<file path="src/rtl/operand_fetch.sv">
// rtl/operand_fetch.sv - two-operand fetch sequencer feeding the ALU
module operand_fetch #(
    parameter int SIZE = 16
) (
    input  logic            CLK,
    input  logic            RST,
    input  logic            START,
    input  logic [1:0]      AS,
    input  logic            AD,
    input  logic            BW,
    input  logic [3:0]      SREG,
    input  logic [3:0]      DREG,
    output logic [3:0]      RF_RADDR,
    input  logic [SIZE-1:0] RF_RDATA,
    output logic            RF_WE,
    output logic [3:0]      RF_WADDR,
    output logic [SIZE-1:0] RF_WDATA,
    output logic            MEM_REQ,
    output logic [SIZE-1:0] MEM_ADDR,
    input  logic            MEM_ACK,
    input  logic [SIZE-1:0] MEM_RDATA,
    output logic [SIZE-1:0] SRC,
    output logic [SIZE-1:0] DST,
    output logic [SIZE-1:0] DST_ADDR,
    output logic            DST_MEM,
    output logic            OPS_VALID,
    output logic            BUSY
);

    typedef enum logic [2:0] {
        IDLE, SRC_EXT, SRC_MEM, DST_EXT, DST_MEM_RD, DONE
    } state_t;

    state_t state, state_nx;

    logic [1:0]      as_q;
    logic            ad_q, bw_q;
    logic [3:0]      sreg_q, dreg_q;
    logic [SIZE-1:0] x_q, src_t, dst_t, dst_addr_t;
    logic [SIZE-1:0] src_o, dst_o, dst_addr_o;
    logic            dst_mem_o;
    logic            wb_pend, ack_q;
    logic [3:0]      wb_addr;
    logic [SIZE-1:0] wb_data;

    logic            cg_hit;
    logic [SIZE-1:0] cg_val;
    logic            stall, valid, captured;
    logic            ld_src, ld_x, ld_dst, wb_set;
    logic [SIZE-1:0] src_nx, base;
    logic [3:0]      wb_addr_nx;
    logic [SIZE-1:0] wb_data_nx;

    function automatic logic [SIZE-1:0] lo_byte(input logic [SIZE-1:0] w);
        return {{(SIZE-8){1'b0}}, w[7:0]};
    endfunction

    function automatic logic [SIZE-1:0] mem_operand(input logic [SIZE-1:0] w,
                                                    input logic odd, input logic bw);
        if (!bw)
            return w;
        return odd ? {{(SIZE-8){1'b0}}, w[15:8]} : lo_byte(w);
    endfunction

    // R3 always generates a constant; R2 only in the two indirect modes
    always_comb begin
        cg_hit = 1'b0;
        cg_val = '0;
        if (SREG == 4'd3) begin
            cg_hit = 1'b1;
            case (AS)
                2'b00:   cg_val = '0;
                2'b01:   cg_val = SIZE'(1);
                2'b10:   cg_val = SIZE'(2);
                default: cg_val = '1;
            endcase
        end else if (SREG == 4'd2 && AS[1]) begin
            cg_hit = 1'b1;
            cg_val = AS[0] ? SIZE'(8) : SIZE'(4);
        end
    end

    // A pending register write or the cycle right after a data capture holds off new requests
    assign stall    = wb_pend || ack_q;
    assign captured = MEM_REQ && MEM_ACK;

    always_comb begin
        state_nx   = state;
        RF_RADDR   = 4'd0;
        MEM_REQ    = 1'b0;
        MEM_ADDR   = '0;
        base       = '0;
        ld_src     = 1'b0;
        src_nx     = '0;
        ld_x       = 1'b0;
        ld_dst     = 1'b0;
        wb_set     = 1'b0;
        wb_addr_nx = 4'd0;
        wb_data_nx = '0;
        valid      = 1'b0;
        case (state)
            IDLE: begin
                RF_RADDR = SREG;
                if (START) begin
                    if (AS == 2'b00 || cg_hit) begin
                        ld_src   = 1'b1;
                        src_nx   = cg_hit ? (BW ? lo_byte(cg_val) : cg_val)
                                          : (BW ? lo_byte(RF_RDATA) : RF_RDATA);
                        state_nx = AD ? DST_EXT : DONE;
                    end else if (AS == 2'b01) begin
                        state_nx = SRC_EXT;
                    end else begin
                        state_nx = SRC_MEM;
                    end
                end
            end
            SRC_EXT, DST_EXT: begin
                RF_RADDR = 4'd0;
                MEM_ADDR = RF_RDATA;
                MEM_REQ  = !stall;
                if (MEM_REQ && MEM_ACK) begin
                    ld_x       = 1'b1;
                    wb_set     = 1'b1;
                    wb_addr_nx = 4'd0;
                    wb_data_nx = RF_RDATA + SIZE'(2);
                    state_nx   = (state == SRC_EXT) ? SRC_MEM : DST_MEM_RD;
                end
            end
            SRC_MEM: begin
                RF_RADDR = sreg_q;
                base     = (as_q == 2'b01 && sreg_q == 4'd2) ? '0 : RF_RDATA;
                MEM_ADDR = base + ((as_q == 2'b01) ? x_q : '0);
                MEM_REQ  = !stall;
                if (MEM_REQ && MEM_ACK) begin
                    ld_src = 1'b1;
                    src_nx = mem_operand(MEM_RDATA, MEM_ADDR[0], bw_q);
                    if (as_q == 2'b11) begin
                        // immediate (R0) always steps a full word
                        wb_set     = 1'b1;
                        wb_addr_nx = sreg_q;
                        wb_data_nx = RF_RDATA + ((bw_q && sreg_q != 4'd0) ? SIZE'(1) : SIZE'(2));
                    end
                    state_nx = ad_q ? DST_EXT : DONE;
                end
            end
            DST_MEM_RD: begin
                RF_RADDR = dreg_q;
                base     = (dreg_q == 4'd2) ? '0 : RF_RDATA;
                MEM_ADDR = base + x_q;
                MEM_REQ  = !stall;
                if (MEM_REQ && MEM_ACK) begin
                    ld_dst   = 1'b1;
                    state_nx = DONE;
                end
            end
            DONE: begin
                RF_RADDR = dreg_q;
                if (!wb_pend) begin
                    valid    = 1'b1;
                    state_nx = IDLE;
                end
            end
            default: state_nx = IDLE;
        endcase
    end

    always_ff @(posedge CLK) begin
        if (RST) begin
            state      <= IDLE;
            as_q       <= 2'b00;
            ad_q       <= 1'b0;
            bw_q       <= 1'b0;
            sreg_q     <= 4'd0;
            dreg_q     <= 4'd0;
            x_q        <= '0;
            src_t      <= '0;
            dst_t      <= '0;
            dst_addr_t <= '0;
            src_o      <= '0;
            dst_o      <= '0;
            dst_addr_o <= '0;
            dst_mem_o  <= 1'b0;
            wb_pend    <= 1'b0;
            wb_addr    <= 4'd0;
            wb_data    <= '0;
            ack_q      <= 1'b0;
        end else begin
            state   <= state_nx;
            ack_q   <= captured;
            wb_pend <= wb_set;
            if (wb_set) begin
                wb_addr <= wb_addr_nx;
                wb_data <= wb_data_nx;
            end
            if (state == IDLE && START) begin
                as_q   <= AS;
                ad_q   <= AD;
                bw_q   <= BW;
                sreg_q <= SREG;
                dreg_q <= DREG;
            end
            if (ld_x)
                x_q <= MEM_RDATA;
            if (ld_src)
                src_t <= src_nx;
            if (ld_dst) begin
                dst_t      <= mem_operand(MEM_RDATA, MEM_ADDR[0], bw_q);
                dst_addr_t <= MEM_ADDR;
            end
            if (valid) begin
                src_o      <= SRC;
                dst_o      <= DST;
                dst_addr_o <= DST_ADDR;
                dst_mem_o  <= DST_MEM;
            end
        end
    end

    // During the valid cycle a register destination is read straight from the file
    assign SRC       = valid ? src_t : src_o;
    assign DST       = valid ? (ad_q ? dst_t : (bw_q ? lo_byte(RF_RDATA) : RF_RDATA)) : dst_o;
    assign DST_ADDR  = valid ? (ad_q ? dst_addr_t : '0) : dst_addr_o;
    assign DST_MEM   = valid ? ad_q : dst_mem_o;
    assign OPS_VALID = valid;
    assign BUSY      = (state != IDLE);
    assign RF_WE     = wb_pend;
    assign RF_WADDR  = wb_addr;
    assign RF_WDATA  = wb_data;

endmodule
</file>
<file path="config.mk">
export PLATFORM = sky130hd
export DESIGN_NAME = operand_fetch
export DESIGN_NICKNAME = d
export VERILOG_FILES = /design/src/rtl/operand_fetch.sv
export SDC_FILE = /design/constraint.sdc
export NUM_CORES = 1
export LEC_CHECK = 0
export BUFFER_PORTS_ARGS = -buffer_cell sky130_fd_sc_hd__buf_2
export CORE_ASPECT_RATIO = 1.75
export CORE_MARGIN = 2
export CORE_UTILIZATION = 30
export DETAILED_ROUTE_END_ITERATION = 10
export GPL_ROUTABILITY_DRIVEN = 0
export SLEW_MARGIN = 40
export SYNTH_ARGS = -nofsm -noshare
export SYNTH_HDL_FRONTEND = slang
export SYNTH_SLANG_ARGS = --single-unit
</file>
<file path="constraint.sdc">
create_clock -name CLK -period 5.52 [get_ports CLK]
set_input_delay 0.828 -clock CLK [delete_from_list [all_inputs] [get_ports CLK]]
set_output_delay 0.828 -clock CLK [all_outputs]
set_load 0.01 [all_outputs]
</file>
Yosys cells after proc, flatten, opt, wreduce, memory -nomap -nowiden
Cells that the tools add are included.
{"block": "classes", "n_addsub": 4, "eq_ne": 18, "n_mux": 66, "n_reduce_logical": 17}
{"op": "$mux 16", "count": 22}
{"op": "$pmux 16 s3", "count": 2}
{"op": "$pmux 16 s2", "count": 2}
{"op": "$add 16x16->16", "count": 2}
{"op": "$mux 3", "count": 9}
{"op": "$mux 4", "count": 5}
{"op": "$mux 1", "count": 18}
{"op": "$add 16x2->16", "count": 1}
{"op": "$add 16x2->16 const B", "count": 1}
{"op": "$eq 4x2->1 const B", "count": 4}
{"op": "$mux 8", "count": 2}
{"op": "$pmux 3 s5", "count": 1}
{"op": "$pmux 4 s3", "count": 1}
{"op": "$ne 2x2->1 const B", "count": 5}
{"op": "$eq 3x2->1 const B", "count": 2}
{"op": "$eq 3x3->1 const B", "count": 2}
{"op": "$logic_and 1x1->1", "count": 6}
{"op": "$reduce_and 5->1", "count": 1}
{"op": "$eq 2x1->1 const B", "count": 2}
{"op": "$eq 2x2->1 const B", "count": 2}
{"op": "$mux 2", "count": 2}
{"op": "$pmux 1 s2", "count": 2}
{"op": "$reduce_bool 4->1", "count": 1}
{"op": "$reduce_or 2->1", "count": 2}
{"op": "7 further kinds", "count": 8}
{"block": "totals", "ff_bits": 150, "input_bits": 48}

Longest topological paths before layout
Gate-level depths: netlist of the first run.
{"block": "depth", "depth_word": 9, "ltp_mapped": 14, "ltp_nobuf": 12}

Worst setup path after synthesis of the first run
OpenSTA, ideal clock, no wires.
{"block": "synth_timing", "path_type": "reg2out", "start": "register dreg_q[3]", "end": "output port MEM_ADDR[14]", "arrival_time_ns": 3.042, "required_ns": 4.692, "setup_slack_ns": 1.650, "path_stages_with_launch": 12, "path_cell_list": "dfxtp_1 > nor4b_1 > clkbuf_1 > nor2b_1 > ha_1 > a21oi_1 > o21bai_1 > o2111ai_1 > nand3b_1 > a311oi_1 > xor2_1 > o21ai_0"}
{"block": "synth_between", "elab_chain_len": 4}
{"element": "from (decl)", "line": "38", "text": "logic [3:0] sreg_q, dreg_q;"}
{"element": "from (signal assigned)", "line": "174", "text": "dreg_q <= 4'd0;"}
{"element": "from (signal assigned)", "line": "200", "text": "dreg_q <= DREG;"}
{"element": "$eq 4x2->1", "line": "148", "text": "base = (dreg_q == 4'd2) ? '0 : RF_RDATA;"}
{"element": "$mux 16", "line": "148"}
{"element": "$add 16x16->16", "line": "149", "text": "MEM_ADDR = base + x_q;"}
{"element": "$pmux 16 s3", "line": "101", "text": "case (state)"}
{"element": "to (decl)", "line": "19", "text": "output logic [SIZE-1:0] MEM_ADDR,"}
No other way between the ends.

Worst setup path in the final report of the first run
{"block": "layout_timing", "start": "register sreg_q[3]", "end": "output port MEM_ADDR[14]"}
{"block": "layout_between", "elab_chain_len": 5}
{"element": "from (decl)", "line": "38"}
{"element": "from (signal assigned)", "line": "173", "text": "sreg_q <= 4'd0;"}
{"element": "from (signal assigned)", "line": "199", "text": "sreg_q <= SREG;"}
{"element": "$eq 4x2->1", "line": "131", "text": "base = (as_q == 2'b01 && sreg_q == 4'd2) ? '0 : RF_RDATA;"}
{"element": "$logic_and 1x1->1", "line": "131"}
{"element": "$mux 16", "line": "131"}
{"element": "$add 16x16->16", "line": "132", "text": "MEM_ADDR = base + ((as_q == 2'b01) ? x_q : '0);"}
{"element": "$pmux 16 s3", "line": "101"}
No other way between the ends.

==> out/metrics.yaml, run 1 <==
synth:
  yosysSeqAreaShare: 0.346
  synth.distinct_cells: 66
  synth-async-reset-ratio: 0
  syn_area_mm2: 0.00868
  yosysWarnings: 0
  dominantRegCellSynth: "dfxtp_1"
  synth-edff-count: 0
  yosys_register_bits: 150
  syn_area_per_cell_um2: 7.60
  synth_cells: 1143
  synth_fp_nets: 1227
power:
  p_leak_nw: 4.28
  worst_ir_drop_vdd_mv: 0.253
  finalPower_mw: 3.85
  power_per_cell_area_mw_per_mm2: 375
placed_design:
  placedCellCount: 1590
  place_hpwl_um: 23500
  port_buffers: 140
grt:
  grt_use_total: 0.204
  overflow: 0
  grt_max_degree: 59
  grt_pass1_wl_um: 48200
  antenna_found_initial: 0
  grt_pass1_vias: 8535
cts:
  clock-sinks: 150
  clockBufferDepth: 2
  h-tree-depth: 4
  path_clk_slew_ns: 0.07
  cts_buffers: 17
  cts_tree: "built"
  cts_hold_buf: 0
  post-cts-setup-buffers: 0
  cts-root-buf: "clkbuf_16"
  ctsResizeCount: 0
  clock_latency_ns: 0.44
finish:
  final_cell_mix: "224 x nand2_1, 149 x dfxtp_1, 139 x buf_2"
  final_common_cell: "nand2_1"
  final_nets: 1315
  antenna-diode-count: 0
  layout-drive-gt1-share: 0.170
  final_cell_count_no_fill: 1622
  area_growth_pct: 18.0
sta:
  hold_violations: 0
  fmax_mhz: 192
  slew_headroom: 0.496
  timing.hold.ws_ns: 0.452
  worst_pin_slew_ns: 0.747
  grt_setup_unrepaired: "false"
  setup_viol_count_final: 0
  layout_worst_path_cycle_share: 0.942
  setup_tns_ns: 0
  clock_skew_ns: 0.00997
  layout_min_cycle_time_ns: 5.20
  drv_slew: 0
drt:
  drc: 0
  vias_per_cell: 5.42
  first_pass_iters: 7
  ant_nets: 0
  wl_per_cell_um: 19.4
  postRouteWirelength_um: 31500
  drt_iter0_drc: 690
  vias: 8793
floorplan:
  row_count: 82
  start_util: 0.304
  io_pins: 141
  core_area_mm2: 0.0285
  die_h_um: 229
  die_w_um: 133
  die_area_mm2: 0.0304
worst_setup_path:
  cp-start-kind: "register"
  path_class: "reg2out"
  crit_arrival_ns: 4.37
  critPathCaptureType: "primary output"
  critPathRequiredTime_ns: 4.69
  worstReg2RegStart: "sreg_q[3]$_SDFFE_PP0P_"
  crit_fanout: 14
  crit_path_start: "sreg_q[3]$_SDFFE_PP0P_"
run_status:
  status: "finished clean"
min_path:
  hold_start: "dst_t[9]$_SDFFE_PP0P_"
  hp-class: "reg2reg"
job:
  maxCapViolCount: 0
[routing by layer]
| layer | GRT usage | vias up | share of wire |
|---|---|---|---|
| met5 | 0 | - | 0 |
| met4 | 0.119 | 0 | 0.058 |
| met3 | 0.0432 | 100 | 0.061 |
| met2 | 0.368 | 344 | 0.51 |
| met1 | 0.217 | 4163 | 0.37 |
| li1 | - | 4186 | - |
[where the power goes]
part / internal, mW / leakage [nW] / total, mW / switching [mW]
Combinational: 0.446 / 2.76 / 1.26 / 0.818
Clock: 0.737 / 0.302 / 1.25 / 0.517
Sequential: 1.20 / 1.21 / 1.33 / 0.128
Total: 2.38 / 4.28 / 3.85 / 1.46
[layout make-up]
class	instances	area (µm²)
fillers	3074	18300
flip-flops and latches	150	3000
well taps	378	473
multi-input cells	891	5280
inverters	19	71.3
clock inverters	14	189
repair buffers	152	793
clock buffers	18	439
[through the flow]
step | instance area (µm²) | setup slack [ns] | utilization
6_report | 10300 | 0.323 | 0.359
5_1_grt | 10300 | 0.169 | 0.359
4_1_cts | 10200 | 0.369 | 0.359
3_5_place_dp | 9620 | 0.848 | 0.337
3_3_place_gp | 9610 | 0.922 | 0.337
2_1_floorplan | 8680 | 1.65 | -
[worst max-delay path: stages (launching register included)]
cell	delay [ns]
dfxtp_1	0.34
nor3_1	0.44
nand3_1	0.50
and2_1	0.34
ha_1	0.23
fa_1	0.43
a21o_1	0.23
a31oi_1	0.32
o31ai_1	0.20
a221oi_1	0.33
xnor2_1	0.10
a22oi_1	0.16
o21ai_0	0.14
buf_2	0.17
[path summary, 6_finish.rpt]
kind,cells past startpoint,to,slack (ns)
worst min-delay path,2,dst_t[9]$_SDFFE_PP0P_,0.45
worst max register to register,12,dst_addr_t[6]$_SDFFE_PP0P_,1.64
worst min register to register,2,dst_t[9]$_SDFFE_PP0P_,0.45
worst max-delay path,13,MEM_ADDR[14],0.32
[state kept, by name, indices dropped and copies added (netlist names)]
signal      cells
src_o          16
RF_WADDR        4
dst_o          16
as_q            2
dst_mem_o       1
RF_WE           1
dst_addr_o     16
dst_addr_t     16
RF_WDATA       16
sreg_q          4
dreg_q          4
x_q            16
ack_q           1
ad_q            1
state           3
bw_q            1
dst_t          16
src_t          16
[synthesized netlist by cell type (8+ instances only)]
| cell | number | area share |
|---|---|---|
| a211oi_1 | 13 | 0.011 |
| o22ai_1 | 11 | 0.0079 |
| inv_1 | 19 | 0.0082 |
| buf_2 | 12 | 0.0069 |
| o211ai_1 | 8 | 0.0069 |
| o21ai_0 | 50 | 0.029 |
| dfxtp_1 | 150 | 0.35 |
| ha_1 | 33 | 0.048 |
| nor2_1 | 82 | 0.035 |
| nor3_1 | 13 | 0.0075 |
| clkbuf_1 | 62 | 0.027 |
| xor2_1 | 8 | 0.0081 |
| and2_1 | 31 | 0.022 |
| nand3b_1 | 12 | 0.010 |
| mux2_2 | 8 | 0.010 |
| a31oi_1 | 10 | 0.0072 |
| mux2i_1 | 23 | 0.027 |
| a21oi_1 | 129 | 0.074 |
| a21o_1 | 9 | 0.0078 |
| nand3_1 | 33 | 0.019 |
| xnor2_1 | 30 | 0.030 |
| nand2_1 | 225 | 0.097 |
| a221oi_1 | 18 | 0.018 |
| nor2b_1 | 40 | 0.029 |
| a22oi_1 | 27 | 0.023 |
[kinds of logic (layout without fill, tap and decap cells)]
| logic type | Yosys count | in the layout | synth area share |
|---|---|---|---|
| and+or+nand+nor | 473 | 473 | 0.252 |
| AOI/OAI and AO/OA | 313 | 313 | 0.224 |
| DFF | 150 | 150 | 0.346 |
| buffers and inverters | 102 | 203 | 0.0486 |
| xor gates and xnor gates | 38 | 38 | 0.0383 |
| adders and majority gates | 36 | 36 | 0.0545 |
| muxes | 31 | 31 | 0.0369 |
Note: power is estimated with default switching activity, not from simulation.
==> run 2, diff against run 1 <==
- GPL_TIMING_DRIVEN: not set -> 0
- PLACE_DENSITY_LB_ADDON: not set -> 0.3
==> run 2 against run 1 <==
  * Worst hold slack about the same
  * Count of clock-buffer cells in the layout increased by 1
  * Non-clock buffer count increased by 60
  * Critical path depth increased by 1
  * Final area increased by 1.9%
  * Core utilization increased by 0.70 points
==> out/metrics.yaml, run 2 (synthesized netlist as in run 1, its figures left out) <==
floorplan:
  die_w_um: 133  # unchanged
  start_util: 0.304  # unchanged
  row_count: 82  # unchanged
  die_h_um: 229  # unchanged
  die_area_mm2: 0.0304  # unchanged
  io_pins: 141  # unchanged
  core_area_mm2: 0.0285  # unchanged
power:
  power_per_cell_area_mw_per_mm2: 374  # -0.37%
  pwr-share-seq: 0.332  # -0.014
  finalPower_mw: 3.91  # +1.6%
  p_switching_mw: 1.48  # +1.4%
  power_frac_comb: 0.352  # +0.023
  p_int_mw: 2.42  # +1.7%
  clkPwrFrac: 0.316  # -0.010
  p_leak_nw: 4.34  # +1.6%
  worst_ir_drop_vdd_mv: 0.239  # -5.4%
  swShare: 0.380  # -0.000740
finish:
  final_cell_mix: "225 x nand2_1, 150 x dfxtp_1, 141 x buf_2"
  antenna-diode-count: 0  # unchanged
  fill_cells: 3087  # +0.42%
  final_nets: 1375  # +4.6%
  area_growth_pct: 20.3
  ff_latch_area_mm2: 0.00300  # about the same
  postLayoutCellArea_mm2: 0.0105  # +1.9%
  layout-drive-gt1-share: 0.156  # -0.0139
  final_common_cell: "nand2_1"
  multiInputGateArea_mm2: 0.00529  # +0.17%
drt:
  drc: 0  # unchanged
  postRouteWirelength_um: 34500  # +9.4%
  drt_iter0_drc: 663  # -3.9%
  first_pass_iters: 7  # unchanged
  ant_nets: 0  # unchanged
  vias_per_cell: 5.38  # -0.73%
  wl_per_cell_um: 20.5  # +5.5%
  vias: 9052  # +2.9%
run_status:
  status: "finished clean"
worst_setup_path:
  crit_fanout: 10  # -4
  critPathRequiredTime_ns: 4.69  # about the same
  critPathCaptureType: "primary output"
  path_class: "reg2out"
  worstReg2RegStart: "sreg_q[3]$_SDFFE_PP0P_"
  cp-start-kind: "register"
  crit_arrival_ns: 4.33  # -0.04 ns
  crit_path_start: "sreg_q[3]$_SDFFE_PP0P_"
  cp_slowest_cell: "nor3_2"
  cpPeakStageDelay_ns: 0.47  # -0.03 ns
  cp_cell_sequence: "nor3_2 > nand3_1 > clkbuf_1 > and2_1 > ha_1 > fa_1 > a21o_1 > a31oi_1 > o31ai_1 > a221oi_1 > xnor2_1 > a22oi_1 > o21ai_0 > buf_2"
sta:
  grt_setup_unrepaired: "false"
  worst_pin_slew_ns: 0.888  # +0.140 ns
  clock_skew_ns: 0.00899  # -0.000981 ns
  layout_worst_path_cycle_share: 0.935  # -0.00666
  hold_violations: 0  # unchanged
  layout_min_cycle_time_ns: 5.16  # -0.0368 ns
  slew_headroom: 0.408  # -0.0882
  layout_setup_ws_ns: 0.360  # +0.0368 ns
  fmax_mhz: 194  # +0.71%
  drv_slew: 0  # unchanged
  setup_viol_count_final: 0  # unchanged
  timing.hold.ws_ns: 0.452  # -0.000462 ns
  setup_tns_ns: 0  # unchanged
cts:
  clock_latency_ns: 0.44  # about the same
  h-tree-depth: 4  # unchanged
  cts_buffers: 17  # unchanged
  clock-sinks: 150  # unchanged
  path_clk_slew_ns: 0.06  # about the same
  clockBufferDepth: 2  # unchanged
  cts_tree: "built"
  cts-root-buf: "clkbuf_16"
grt:
  overflow: 0  # unchanged
  grt_max_degree: 17  # -71%
  grt_pass1_wl_um: 51200  # +6.2%
  grt_pass1_vias: 8839  # +3.6%
  antenna_found_initial: 1  # +1
  grt_use_total: 0.223  # +0.0187
min_path:
  hold_start: "RF_WDATA[5]$_SDFFE_PP0P_"
  hp-class: "reg2reg"
job:
  maxCapViolCount: 0  # unchanged
placed_design:
  post-place-ws_ns: 0.481  # -0.368 ns
  place_area_mm2: 0.00982  # +2.1%
  place_hpwl_um: 27000  # +15%
  port_buffers: 128  # -8.6%
## run 2: changes by cell type in the layout (fill, tap and decap cells not counted), moves of 3 or more
cell,change
clkbuf_1,+62
buf_4,-9
clkinv_2,+4
inv_6,-4
buf_1,+3
clkbuf_2,+3
## run 2: worst paths after layout
kind | end | slack [ns] | cells past startpoint
max | MEM_ADDR[14] | 0.36 | 14
min | RF_WDATA[5]$_SDFFE_PP0P_ | 0.45 | 2
max reg2reg | dst_addr_t[6]$_SDFFE_PP0P_ | 1.66 | 13
min reg2reg | RF_WDATA[5]$_SDFFE_PP0P_ | 0.45 | 2
## run 2: final cells by class
cell class                      count  share of cell area
Buffer                             83              0.0338
Multi-Input combinational cell    891               0.506
Clock buffer                       19              0.0414
Timing Repair Buffer              129              0.0618
Sequential cell                   150               0.287
Inverter                           19             0.00682
Tap cell                          378              0.0453
Clock inverter                     13              0.0174
## run 2: stage by stage
stage	utilization	instances
CTS	0.366	1682
floorplan	-	1143
finish	0.366	1682
global route	0.366	1682
detailed placement	0.344	1650
global placement	0.344	1649
## run 2: layer usage
layer	GRT usage	part of all wire	up-vias
li1	-	-	4293
met1	0.225	0.35	4238
met2	0.400	0.51	392
met3	0.0469	0.063	127
met4	0.163	0.075	2
met5	0	0.00035	-
## run 2: worst max-delay path: cells and delay by family, from the launching register on
family                     cells  cell delay [ns]
DFF                            1             0.35
adders and majority gates      2             0.66
AOI/OAI and AO/OA              6             1.36
xor gates and xnor gates       1             0.10
buffers and inverters          2             0.46
and+or+nand+nor                3             0.97
## run 2: power groups by stage
stage	Clock (mW)	Combinational [mW]	Sequential, mW
after detailed placement	0	1.35	1.31
after CTS	1.25	1.36	1.29
after global placement	0	1.34	1.31
after global routing	1.29	1.48	1.31
final	1.24	1.38	1.30
after floorplan	0	0.853	1.29
## run 2: what timing repair did
action / 4_1_cts / 5_1_grt
pin swaps: 0 / 0
gates resized for setup: 1 / 2
buffers inserted: 0 / 0
hold buffers: 0 / 0
setup endpoints to repair: 1 / 1
==> run 3, diff against run 2 <==
- CORE_ASPECT_RATIO: 1.75 -> not set
==> run 3 against run 2 <==
  * Worst hold slack better by 0.0019 ns
  * Clock skew rose by 0.0067 ns
  * Power shrank 3.4%
  * Setup slack lost 0.13 ns
  * Die area decreased by 0.18%
  * Via count decreased by 1.2%
  * Sequential share of layout area is 0.14 points higher
  * Maximum frequency shrank 2.5%
  * Final cell count up 0.36%
==> out/metrics.yaml, run 3 (synthesized netlist as in run 1, its figures left out) <==
finish:
  post-route-util: 0.363  # -0.00306
  final_nets: 1375  # unchanged
  area_growth_pct: 19.8
  final_common_cell: "nand2_1"
  antenna-diode-count: 0  # unchanged
  final_cell_count_no_fill: 1688  # +0.36%
  layout-drive-gt1-share: 0.156  # +0.000767
  final_cell_mix: "225 x nand2_1, 150 x dfxtp_1, 141 x buf_2"
sta:
  setup_viol_count_final: 0  # unchanged
  grt_setup_unrepaired: "false"
  timing.hold.ws_ns: 0.453  # +0.00191 ns
  fmax_mhz: 189  # -2.5%
  layout_worst_path_cycle_share: 0.959  # +0.0243
  hold_violations: 0  # unchanged
  drv_slew: 0  # unchanged
  worst_pin_slew_ns: 0.916  # +0.0282 ns
  slew_headroom: 0.389  # -0.0188
  clock_skew_ns: 0.0157  # +0.00667 ns
  layout_min_cycle_time_ns: 5.29  # +0.134 ns
  setup_tns_ns: 0  # unchanged
worst_setup_path:
  critPathRequiredTime_ns: 4.69  # about the same
  crit_fanout: 10  # unchanged
  path_class: "reg2out"
  crit_arrival_ns: 4.47  # +0.14 ns
  rr_worst_depth: 13  # unchanged
  critPathCaptureType: "primary output"
  cp-start-kind: "register"
drt:
  vias_per_cell: 5.30  # -1.5%
  first_pass_iters: 7  # unchanged
  drc: 0  # unchanged
  ant_nets: 0  # unchanged
  vias: 8946  # -1.2%
  postRouteWirelength_um: 32500  # -5.9%
  drt_iter0_drc: 838  # +26%
  wl_per_cell_um: 19.2  # -6.2%
floorplan:
  die_h_um: 174  # -24%
  row_count: 62  # -24%
  io_pins: 141  # unchanged
  die_w_um: 174  # +31%
  start_util: 0.303  # -0.00109
  die_area_mm2: 0.0303  # -0.18%
  core_area_mm2: 0.0286  # +0.36%
placed_design:
  port_buffers: 128  # unchanged
  placedCellCount: 1656  # +0.36%
  place_hpwl_um: 24700  # -8.7%
power:
  clkPwrFrac: 0.299  # -0.017
  worst_ir_drop_vdd_mv: 0.197  # -18%
  power_frac_comb: 0.360  # +0.008
  p_switching_mw: 1.48  # about the same
  swShare: 0.393  # +0.0134
  power_per_cell_area_mw_per_mm2: 363  # -3.0%
  pwr-share-seq: 0.341  # +0.009
  p_leak_nw: 4.31  # -0.80%
  p_int_mw: 2.29  # -5.5%
cts:
  clock_latency_ns: 0.44  # about the same
  cts-root-buf: "clkbuf_16"
  h-tree-depth: 4  # unchanged
  ctsResizeCount: 0  # -1
  cts_hold_buf: 0  # unchanged
  path_clk_slew_ns: 0.07  # about the same
  cts_tree: "built"
  clock-sinks: 150  # unchanged
  cts_buffers: 17  # unchanged
  clockBufferDepth: 2  # unchanged
  post-cts-setup-buffers: 0  # unchanged
run_status:
  status: "finished clean"
grt:
  antenna_found_initial: 0  # -1
  overflow: 0  # unchanged
  grt_pass1_vias: 8270  # -6.4%
  grt_use_total: 0.211  # -0.0114
  grt_max_degree: 17  # unchanged
  grt_pass1_wl_um: 48700  # -4.8%
min_path:
  hp-class: "reg2reg"
  hold_depth: 2  # unchanged
job:
  maxCapViolCount: 0  # unchanged
## run 3: changes by cell type in the layout (fill, tap and decap cells not counted)
cell	delta
inv_6	+2
clkinvlp_4	+2
o21ai_0	-1
o21ai_1	+1
clkinv_2	-1
bufinv_16	-3
clkinv_4	+1
clkbuf_1	-1
## run 3: worst paths after layout
| kind | from | to | slack, ns |
|---|---|---|---|
| worst max-delay path | sreg_q[0]$_SDFFE_PP0P_ | MEM_ADDR[14] | 0.23 |
| worst min-delay path | RF_WDATA[7]$_SDFFE_PP0P_ | RF_WDATA[7]$_SDFFE_PP0P_ | 0.45 |
| worst max register to register | sreg_q[0]$_SDFFE_PP0P_ | dst_addr_t[6]$_SDFFE_PP0P_ | 1.52 |
| worst min register to register | RF_WDATA[7]$_SDFFE_PP0P_ | RF_WDATA[7]$_SDFFE_PP0P_ | 0.45 |
## run 3: final cells by class
cell class | count | area, µm²
Fill cell | 3114 | 18200
Buffer | 83 | 353
Clock inverter | 14 | 128
Inverter | 19 | 71.3
Tap cell | 384 | 480
Clock buffer | 18 | 429
Multi-Input combinational cell | 891 | 5290
Timing Repair Buffer | 129 | 646
Sequential cell | 150 | 3000
## run 3: per-layer routing
metal | up-vias | GRT usage | share of wire
met5 | - | 0 | 0
met4 | 0 | 0.0662 | 0.024
met3 | 46 | 0.0459 | 0.083
met2 | 367 | 0.332 | 0.44
met1 | 4237 | 0.289 | 0.45
li1 | 4296 | - | -
## run 3: power by group through the flow
| stage | Clock, mW | Combinational [mW] | Sequential, mW |
|---|---|---|---|
| after floorplan | 0 | 0.853 | 1.29 |
| after detailed placement | 0 | 1.34 | 1.31 |
| final | 1.13 | 1.36 | 1.29 |
| after global placement | 0 | 1.33 | 1.30 |
| after global routing | 1.18 | 1.48 | 1.30 |
| after CTS | 1.14 | 1.34 | 1.28 |
## run 3: through the flow
step                      power (mW)  worst slack (ns)  area [µm²]
after global placement          2.63             0.266        9810
after global routing            3.96            0.0605       10400
after CTS                       3.76             0.372       10400
after detailed placement        2.64             0.840        9820
final                           3.77             0.226       10400
after floorplan                 2.14              1.65        8680
## run 3: critical path, stage by stage (launching register included)
cell and delay (ns):
dfxtp_1 0.35, nor3_1 0.65, nand3_1 0.30, clkbuf_1 0.29
and2_1 0.22, ha_1 0.23, fa_1 0.42, a21o_1 0.23
a31oi_1 0.27, o31ai_1 0.18, a221oi_1 0.33, xnor2_1 0.15
a22oi_1 0.07, o21ai_0 0.12, buf_2 0.18
